### src/rtl/mem_access_unit.sv
`default_nettype none
// ============================================================================
// Module      : mem_access_unit
// Description : Bridges the MEM pipeline stage to a data memory with a
//               busy-wait handshake. Checks access legality and alignment,
//               sizes store data, extends load results and abandons accesses
//               that stay busy for TIMEOUT wait cycles.
// Revision    : 1.0 - initial release
// ============================================================================
module mem_access_unit #(
  parameter int TIMEOUT = 64
) (
  input  logic        CLK,
  input  logic        RESET,
  // CPU side
  input  logic        CPU_READ,
  input  logic        CPU_WRITE,
  input  logic [2:0]  CPU_FUNCT3,
  input  logic [31:0] CPU_ADDRESS,
  input  logic [31:0] CPU_WRITEDATA,
  output logic [31:0] CPU_READDATA,
  output logic        STALL,
  output logic        ERROR,
  // Memory side
  output logic        MEM_READ,
  output logic        MEM_WRITE,
  output logic [2:0]  MEM_FUNCT3,
  output logic [31:0] MEM_ADDRESS,
  output logic [31:0] MEM_WRITEDATA,
  input  logic [31:0] MEM_READDATA,
  input  logic        MEM_BUSYWAIT
);

  // Wait counter only has to reach TIMEOUT-1 (the last permitted wait cycle).
  localparam int                 c_cnt_w    = (TIMEOUT > 1) ? $clog2(TIMEOUT) : 1;
  localparam logic [c_cnt_w-1:0] c_cnt_last = c_cnt_w'(TIMEOUT - 1);

  // Access-type encodings carried on the funct3 field.
  localparam logic [2:0] c_f3_b  = 3'b000;
  localparam logic [2:0] c_f3_h  = 3'b001;
  localparam logic [2:0] c_f3_w  = 3'b010;
  localparam logic [2:0] c_f3_bu = 3'b100;
  localparam logic [2:0] c_f3_hu = 3'b101;

  typedef enum logic [1:0] {
    S_IDLE = 2'd0,
    S_REQ  = 2'd1,
    S_WAIT = 2'd2,
    S_DONE = 2'd3
  } state_t;

  state_t               r_state;
  state_t               w_next_state;
  logic [c_cnt_w-1:0]   r_wait_cnt;
  logic                 r_is_load;
  logic                 r_mem_read;
  logic                 r_mem_write;
  logic [2:0]           r_funct3;
  logic [31:0]          r_address;
  logic [31:0]          r_writedata;
  logic [31:0]          r_readdata;
  logic                 r_error;

  logic                 w_load_f3_ok;
  logic                 w_store_f3_ok;
  logic                 w_align_ok;
  logic                 w_one_req;
  logic                 w_legal;
  logic                 w_reject;
  logic                 w_accept;
  logic                 w_reject_now;
  logic                 w_complete;
  logic                 w_timeout;
  logic                 w_stall;
  logic [31:0]          w_store_data;
  logic [31:0]          w_load_data;

  // Decode which access types exist for loads/stores and their alignment rule.
  always_comb begin
    w_load_f3_ok  = 1'b0;
    w_store_f3_ok = 1'b0;
    w_align_ok    = 1'b1;
    case (CPU_FUNCT3)
      c_f3_b: begin
        w_load_f3_ok  = 1'b1;
        w_store_f3_ok = 1'b1;
      end
      c_f3_h: begin
        w_load_f3_ok  = 1'b1;
        w_store_f3_ok = 1'b1;
        w_align_ok    = ~CPU_ADDRESS[0];
      end
      c_f3_w: begin
        w_load_f3_ok  = 1'b1;
        w_store_f3_ok = 1'b1;
        w_align_ok    = (CPU_ADDRESS[1:0] == 2'b00);
      end
      c_f3_bu: begin
        w_load_f3_ok  = 1'b1;
      end
      c_f3_hu: begin
        w_load_f3_ok  = 1'b1;
        w_align_ok    = ~CPU_ADDRESS[0];
      end
      default: begin
        w_load_f3_ok  = 1'b0;
        w_store_f3_ok = 1'b0;
      end
    endcase
  end

  // A request is legal only when exactly one direction is asked for; asking
  // for both at once is treated the same as a malformed access.
  assign w_one_req    = CPU_READ ^ CPU_WRITE;
  assign w_legal      = w_one_req & (CPU_READ ? w_load_f3_ok : w_store_f3_ok) & w_align_ok;
  assign w_reject     = (CPU_READ | CPU_WRITE) & ~w_legal;

  assign w_accept     = (r_state == S_IDLE) & w_legal;
  assign w_reject_now = (r_state == S_IDLE) & w_reject;
  // Completion takes priority over timeout on the last permitted wait cycle.
  assign w_complete   = (r_state == S_WAIT) & ~MEM_BUSYWAIT;
  assign w_timeout    = (r_state == S_WAIT) & MEM_BUSYWAIT & (r_wait_cnt == c_cnt_last);

  // Store data sized to the access with unused upper bytes cleared.
  always_comb begin
    w_store_data = CPU_WRITEDATA;
    case (CPU_FUNCT3)
      c_f3_b:  w_store_data = {24'h000000, CPU_WRITEDATA[7:0]};
      c_f3_h:  w_store_data = {16'h0000, CPU_WRITEDATA[15:0]};
      default: w_store_data = CPU_WRITEDATA;
    endcase
  end

  // Load result extension selected by the latched access type.
  always_comb begin
    w_load_data = MEM_READDATA;
    case (r_funct3)
      c_f3_b:  w_load_data = {{24{MEM_READDATA[7]}}, MEM_READDATA[7:0]};
      c_f3_h:  w_load_data = {{16{MEM_READDATA[15]}}, MEM_READDATA[15:0]};
      c_f3_w:  w_load_data = MEM_READDATA;
      c_f3_bu: w_load_data = {24'h000000, MEM_READDATA[7:0]};
      c_f3_hu: w_load_data = {16'h0000, MEM_READDATA[15:0]};
      default: w_load_data = MEM_READDATA;
    endcase
  end

  // State register.
  always_ff @(posedge CLK or posedge RESET) begin
    if (RESET) begin
      r_state <= S_IDLE;
    end else begin
      r_state <= w_next_state;
    end
  end

  // Next-state selection and the combinational pipeline hold.
  always_comb begin
    w_next_state = r_state;
    w_stall      = 1'b0;
    case (r_state)
      S_IDLE: begin
        if (w_legal) begin
          w_next_state = S_REQ;
          w_stall      = 1'b1;
        end else if (w_reject) begin
          w_next_state = S_DONE;
        end
      end
      S_REQ: begin
        w_next_state = S_WAIT;
        w_stall      = 1'b1;
      end
      S_WAIT: begin
        w_stall = 1'b1;
        if (w_complete || w_timeout) begin
          w_next_state = S_DONE;
        end
      end
      S_DONE: begin
        w_next_state = S_IDLE;
      end
      default: begin
        w_next_state = S_IDLE;
      end
    endcase
  end

  // Capture the accepted request; these values stay stable through WAIT.
  always_ff @(posedge CLK or posedge RESET) begin
    if (RESET) begin
      r_address   <= 32'h0;
      r_funct3    <= 3'b000;
      r_writedata <= 32'h0;
      r_is_load   <= 1'b0;
    end else if (w_accept) begin
      r_address   <= CPU_ADDRESS;
      r_funct3    <= CPU_FUNCT3;
      r_writedata <= w_store_data;
      r_is_load   <= CPU_READ;
    end
  end

  // Memory strobes rise on acceptance and fall when WAIT ends either way.
  always_ff @(posedge CLK or posedge RESET) begin
    if (RESET) begin
      r_mem_read  <= 1'b0;
      r_mem_write <= 1'b0;
    end else if (w_accept) begin
      r_mem_read  <= CPU_READ;
      r_mem_write <= CPU_WRITE;
    end else if (w_complete || w_timeout) begin
      r_mem_read  <= 1'b0;
      r_mem_write <= 1'b0;
    end
  end

  // Count busy wait cycles; restarted for every accepted access.
  always_ff @(posedge CLK or posedge RESET) begin
    if (RESET) begin
      r_wait_cnt <= '0;
    end else if (w_accept) begin
      r_wait_cnt <= '0;
    end else if ((r_state == S_WAIT) && MEM_BUSYWAIT && !w_timeout) begin
      r_wait_cnt <= r_wait_cnt + 1'b1;
    end
  end

  // Load result register: updated by completed loads, cleared by any error.
  always_ff @(posedge CLK or posedge RESET) begin
    if (RESET) begin
      r_readdata <= 32'h0;
    end else if (w_reject_now || w_timeout) begin
      r_readdata <= 32'h0;
    end else if (w_complete && r_is_load) begin
      r_readdata <= w_load_data;
    end
  end

  // Error pulse, high for exactly the DONE cycle that follows a failure.
  always_ff @(posedge CLK or posedge RESET) begin
    if (RESET) begin
      r_error <= 1'b0;
    end else begin
      r_error <= w_reject_now | w_timeout;
    end
  end

  assign CPU_READDATA  = r_readdata;
  assign STALL         = w_stall;
  assign ERROR         = r_error;
  assign MEM_READ      = r_mem_read;
  assign MEM_WRITE     = r_mem_write;
  assign MEM_FUNCT3    = r_funct3;
  assign MEM_ADDRESS   = r_address;
  assign MEM_WRITEDATA = r_writedata;

endmodule
`default_nettype wire

### config.mk
export PLATFORM = sky130hd
export DESIGN_NAME = mem_access_unit
export DESIGN_NICKNAME = d
export VERILOG_FILES = /design/src/rtl/mem_access_unit.sv
export SDC_FILE = /design/constraint.sdc
export NUM_CORES = 1
export LEC_CHECK = 0
export CAP_MARGIN = 10
export CORE_ASPECT_RATIO = 1.5
export CORE_MARGIN = 2
export CORE_UTILIZATION = 46
export CTS_CLUSTER_SIZE = 24
export DETAILED_ROUTE_END_ITERATION = 12
export PLACE_DENSITY_LB_ADDON = 0.05
export SLEW_MARGIN = 20
export SYNTH_ARGS = -nofsm -noshare
export SYNTH_HDL_FRONTEND = slang
export SYNTH_SLANG_ARGS = --single-unit
### constraint.sdc
create_clock -name CLK -period 10.9 [get_ports CLK]
set_clock_uncertainty 0.15 [all_clocks]
set_input_delay 3.27 -clock CLK [delete_from_list [all_inputs] [get_ports CLK]]
set_output_delay 3.27 -clock CLK [all_outputs]
set_load 0.01 [all_outputs]
==> results of run 1 <==
## where the power goes
part | internal (W) | switching, W | leakage, nW
Clock | 0.000177 | 0.000140 | 0.129
Combinational | 0.000468 | 0.000392 | 1.83
Sequential | 0.000605 | 0.000121 | 1.43
Total | 0.00125 | 0.000653 | 3.39
## cell type report
| cell class | instances | share of cell area [%] |
|---|---|---|
| clock inverter | 3 | 0.630 |
| clock buffer | 12 | 3.31 |
| inverter | 22 | 1.19 |
| sequential | 111 | 38.8 |
| multi-input combinational | 358 | 24.8 |
| tap | 117 | 2.05 |
| timing repair buffer | 210 | 29.2 |
## per-layer routing
metal / routed length [um] / vias to the layer above / part of all wire, %
met5: 0 / - / 0
met4: 350 / 0 / 2.7
met3: 876 / 23 / 6.9
met2: 6520 / 136 / 51
met1: 5040 / 1985 / 39
li1: - / 2060 / -
## cell usage in the layout (no fill, tap or decap), types with 2 or more instances in the layout
master / count
ha_1: 6
mux2i_1: 3
or2_2: 2
a211oi_2: 5
clkinvlp_4: 2
a21boi_0: 2
inv_1: 21
or3_1: 2
clkbuf_1: 3
clkdlybuf4s50_1: 206
a22oi_1: 16
nand2_1: 210
a21oi_1: 27
clkbuf_16: 9
nand3_1: 27
nor2_1: 30
o21ai_0: 3
buf_4: 4
a211oi_1: 3
dfrtp_1: 111
## through the flow
step | cell area, um^2 | instances | hold WS [ns] | setup WS [ns]
floorplan | 4810 | 522 | 0.310 | 3.11
global placement | 6870 | 818 | 0.299 | 2.19
detailed placement | 6870 | 818 | 0.306 | 2.13
CTS | 7150 | 833 | 0.321 | 2.10
global route | 7150 | 833 | 0.352 | 2.03
finish | 7150 | 833 | 0.313 | 2.12
## kinds of logic after synthesis
kind of cell | Yosys count
adders and majority gates | 6
AOI/OAI and AO/OA | 66
muxes | 3
xor gates and xnor gates | 2
buffers and inverters | 53
DFF | 111
and+or+nand+nor | 281
## registers in the layout (all words and copies together) (netlist names)
| signal | count |
|---|---|
| ERROR | 1 |
| MEM_READ | 1 |
| CPU_READDATA | 32 |
| MEM_FUNCT3 | 3 |
| r_state | 2 |
| MEM_WRITE | 1 |
| MEM_ADDRESS | 32 |
| r_is_load | 1 |
| MEM_WRITEDATA | 32 |
| r_wait_cnt | 6 |
## final timing paths
path	end	cells after the start	slack, ns
worst max-delay path	STALL	6	2.12
worst min-delay path	MEM_WRITEDATA[30]	2	0.31
worst max register to register	MEM_WRITE	5	8.14
worst min register to register	MEM_WRITEDATA[30]	2	0.31
max in group asynchronous	CPU_READDATA[2]	3	6.14
min in group asynchronous	MEM_ADDRESS[28]	2	3.17
## worst reg2reg max path, delay by kind of cell (launching register included)
kind / cells / cell delay [ns]
DFF: 1 / 0.41
buffers and inverters: 1 / 0.09
and+or+nand+nor: 1 / 0.84
AOI/OAI and AO/OA: 2 / 0.90
adders and majority gates: 1 / 0.28
==> metrics.yaml, run 1 <==
outcome:
  outcome: "finished, final reports clean"
layout:
  seq_area_um2: 2780
  post-route-util_pct: 70.6
  layout-drive-gt1-share_pct: 4.47
  multi_input_area_um2: 1770
  fillers: 824
  area_growth_pct: 48.8
  nNetsFinal: 822
  diodes: 0
route:
  wl_mm: 12.8
  routedWlPerCell_um: 15.3
  ant_nets: 0
  drt_iter0_markers: 255
  vias: 4204
  vias_per_cell: 5.05
  drt_first_pass_iters: 4
  drc: 0
power_and_ir_drop:
  p_per_area_nw_per_um2: 266
  leakagePower_nw: 3.39
  power_w: 0.00190
  max-vdd-ir-drop_mv: 0.164
min_path:
  hold_start: "MEM_WRITEDATA[30]"
  hold_path_class: "flip-flop to flip-flop"
clocking:
  clockBufferDepth: 2
  path_clk_slew_ns: 0.07
  post_cts_resized: 0
  cts_inserted_buffers: 9
  cts_sinks: 111
  cts_tree: "done"
  postCtsHoldBufs: 0
  cts_setup_buffers: 0
  clk_latency_ns: 0.34
  cts-root-buf: "clkbuf_16"
  htree_levels: 3
floorplanning:
  dieArea_um2: 11300
  die_w_um: 87.5
  boundaryPins: 207
  die_y_um: 129
  initial_core_util_pct: 47.4
  core_area_um2: 10100
  fp-row-count: 45
yosys:
  netlist_top_cells_area: "dfrtp_1, nand2_1, a21oi_1"
  syn_area_per_cell_um2: 9.21
  ys_ff_latch: 111
  syn-num-nets: 632
  post_synth_inst_count: 522
  yosysUniqueCellTypes: 39
  ys.flop_type: "dfrtp_1"
  yosysSeqAreaShare_pct: 57.8
  synth_common_cells: "nand2_1, dfrtp_1, nor2_1, a21oi_1, nand3_1"
  synth_edf_count: 0
  syn_area_um2: 4810
  synth_mux_area_share_pct: 0.625
  synth_top_family_by_area: "simple AND/OR/NAND/NOR gates"
  synth_top_cell_by_area: "dfrtp_1"
  yosysWarnings: 0
  synth-simple-area-share_pct: 23.8
  synth_top_area_share_pct: 57.8
  synth-xor-area-share_pct: 0.364
  yosys.cell_count.top_type: "nand2_1"
  synth_fa_ha_area_share_pct: 1.56
  synth_compound_area_share_pct: 10.2
  synthArstFlopShare_pct: 100
sta:
  rsz0062_at_grt: "false"
  worst_pin_slew_ns: 1.01
  hold_violations: 0
  maxSlewViolCount: 0
  fmax_mhz: 114
  tns_ns: 0
  min_period_over_period_pct: 80.6
  finalSetupViolCount: 0
  max_slew_margin_pct: 32.4
  fin_crit_ns: 8.78
grt:
  grtUsageMet2_pct: 39.5
  track_usage_pct: 23.3
  grt-ovfl-total: 0
  antenna_found_initial: 0
  grtUsageMet3_pct: 6.05
  grt_pass1_wl_mm: 20.5
  gr-max-usage-layer: "met2"
  use_met1_pct: 28.0
  grt_pass1_vias: 4215
  grt_start_max_net_pins: 75
placement:
  hpwl_mm: 9.14
  io_buffer_count: 206
  gp_congestion: 0.755
job:
  drv_cap: 0
setup_path:
  crit_chain: "clkdlybuf4s50_1, o41ai_4, and4_2, nor2_1, nor2_1, clkdlybuf4s50_1"
  crit_slowest_cell: "clkdlybuf4s50_1"
  setup.worst_path.start: "CPU_FUNCT3[0]"
  worstSetupPathType: "primary input to output pin"
  reg2reg_from: "r_state[0]"
  crit_fanout: 5
  cp.required_ns: 7.48
  crit_family: "buffers and inverters"
  critPathMaxStageDelay_ns: 0.56
  path_buf_inv: 2
  cp-end-kind: "output pin"
  startpoint_type: "primary input"
  cp.arrival_ns: 5.36
Note: power is estimated with default switching activity, not from simulation.
==> inputs of run 2 (changes only) <==
--- a/config.mk
+++ b/config.mk
@@ -8,7 +8,7 @@
 export CAP_MARGIN = 10
 export CORE_ASPECT_RATIO = 1.5
 export CORE_MARGIN = 2
-export CORE_UTILIZATION = 46
+export CORE_UTILIZATION = 38
 export CTS_CLUSTER_SIZE = 24
 export DETAILED_ROUTE_END_ITERATION = 12
 export PLACE_DENSITY_LB_ADDON = 0.05
==> constraint.sdc (replaced) <==
create_clock -name CLK -period 7.35 [get_ports CLK]
set_clock_uncertainty 0.15 [all_clocks]
set_input_delay 2.205 -clock CLK [delete_from_list [all_inputs] [get_ports CLK]]
set_output_delay 2.205 -clock CLK [all_outputs]
set_load 0.01 [all_outputs]
==> run 2 against run 1 <==
Against the previous run:
- register-to-register slack lost 3.5 ns
- utilization shrank 12 points
- final area grew 1.2%
- critical path depth is the same
- total power grew 49%
- combinational power grew 48%
- clock-buffer cell count shrank 1
- sequential power grew 47%
- cell count grew 4.9%
- clock power grew 55%
- sequential cell count is the same
- global-route usage shrank 4.1 points
- critical path type unchanged
- highest routed layer unchanged
==> metrics.yaml, run 2 (synthesized netlist as in run 1, its figures left out) <==
clocking:
  cts_setup_buffers: 0
  postCtsHoldBufs: 0
  cts-root-buf: "clkbuf_16"
  htree_levels: 3
  clk_latency_ns: 0.34
  cts_tree: "done"
  clockBufferDepth: 2
  cts_sinks: 111
  cts_inserted_buffers: 9
  post_cts_resized: 0
  path_clk_slew_ns: 0.07
sta:
  fmax_mhz: 152
  worst_pin_slew_ns: 0.892
  maxSlewViolCount: 0
  rsz0062_at_grt: "false"
  hold_violations: 0
  finalSetupViolCount: 0
  tns_ns: 0
  fin_crit_ns: 6.58
  max_slew_margin_pct: 40.5
  min_period_over_period_pct: 89.6
  holdWs_ns: 0.319
min_path:
  hold_path_depth: 2
  hold_path_class: "flip-flop to flip-flop"
setup_path:
  worstSetupPathType: "primary input to output pin"
  cp.arrival_ns: 4.23
  crit_slowest_cell: "clkdlybuf4s50_1"
  critPathMaxStageDelay_ns: 0.58
  crit_fanout: 5
  crit_chain: "clkdlybuf4s50_1, o41ai_4, and4_2, nor2_1, nor2_1, clkdlybuf4s50_1"
  startpoint_type: "primary input"
  r2r_cells: 7
  cp.required_ns: 4.99
  cp-end-kind: "output pin"
power_and_ir_drop:
  max-vdd-ir-drop_mv: 0.196
  p_per_area_nw_per_um2: 392
  power_w: 0.00284
  leakagePower_nw: 3.42
route:
  drt_iter0_markers: 145
  wl_mm: 12.7
  drc: 0
  drt_first_pass_iters: 4
  vias: 4212
  vias_per_cell: 4.82
  ant_nets: 0
  routedWlPerCell_um: 14.5
floorplanning:
  die_y_um: 142
  boundaryPins: 207
  die_w_um: 95.8
  dieArea_um2: 13600
  fp-row-count: 50
  initial_core_util_pct: 38.8
  core_area_um2: 12400
layout:
  nNetsFinal: 823
  layout_common_cells: "nand2_1, clkdlybuf4s50_1, dfrtp_1"
  area_growth_pct: 50.6
  post-route-util_pct: 58.5
  fin_area_um2: 7240
  diodes: 0
  layout-drive-gt1-share_pct: 5.01
  final_common_cell: "nand2_1"
placement:
  place_area_um2: 6920
  io_buffer_count: 206
  hpwl_mm: 8.93
  gp_congestion: 0.765
grt:
  antenna_found_initial: 0
  grt_pass1_wl_mm: 20.5
  grt-ovfl-total: 0
  grt_pass1_vias: 4181
  track_usage_pct: 19.1
  grt_start_max_net_pins: 75
outcome:
  outcome: "finished, final reports clean"
job:
  drv_cap: 0
## run 2: worst max-delay path: cells and delay by family
family	cells	cell delay [ns]
buf+inv	2	1.10
simple gates	3	0.44
compound gates	1	0.48
## run 2: power by group
group	internal, W	switching [W]	total, W
registers	0.000897	0.000178	0.00107
clock network	0.000274	0.000218	0.000492
logic	0.000696	0.000574	0.00127
## run 2: metal layers
layer / up-vias / wire length (um) / GRT usage, %
met4: 0 / 155 / 6.17
met3: 11 / 1110 / 5.84
met2: 140 / 6450 / 31.7
li1: 2063 / - / -
met1: 1998 / 4990 / 23.7
met5: - / 0 / 0
## run 2: per-stage QoR
step	cells	worst slack [ns]
2_1_floorplan	522	1.69
3_3_place_gp	857	0.794
3_5_place_dp	857	0.755
4_1_cts	873	0.752
5_1_grt	874	0.638
6_report	874	0.767
## run 2: path summary, 6_finish.rpt
check                      slack, ns         startpoint                 to
max                             0.77      CPU_FUNCT3[0]              STALL
min                             0.32  MEM_WRITEDATA[18]  MEM_WRITEDATA[18]
max reg2reg                     4.69         r_state[0]      MEM_FUNCT3[1]
min reg2reg                     0.32  MEM_WRITEDATA[18]  MEM_WRITEDATA[18]
max in group asynchronous       3.73              RESET   CPU_READDATA[31]
min in group asynchronous       2.26              RESET   CPU_READDATA[19]
## run 2: cell type report
class	count	area [um^2]
Fill cell	1119	5150
Sequential cell	111	2780
Timing Repair Buffer	211	2110
Multi-Input combinational cell	358	1770
Clock buffer	11	243
Tap cell	156	195
Inverter	22	85.1
Clock inverter	5	57.6
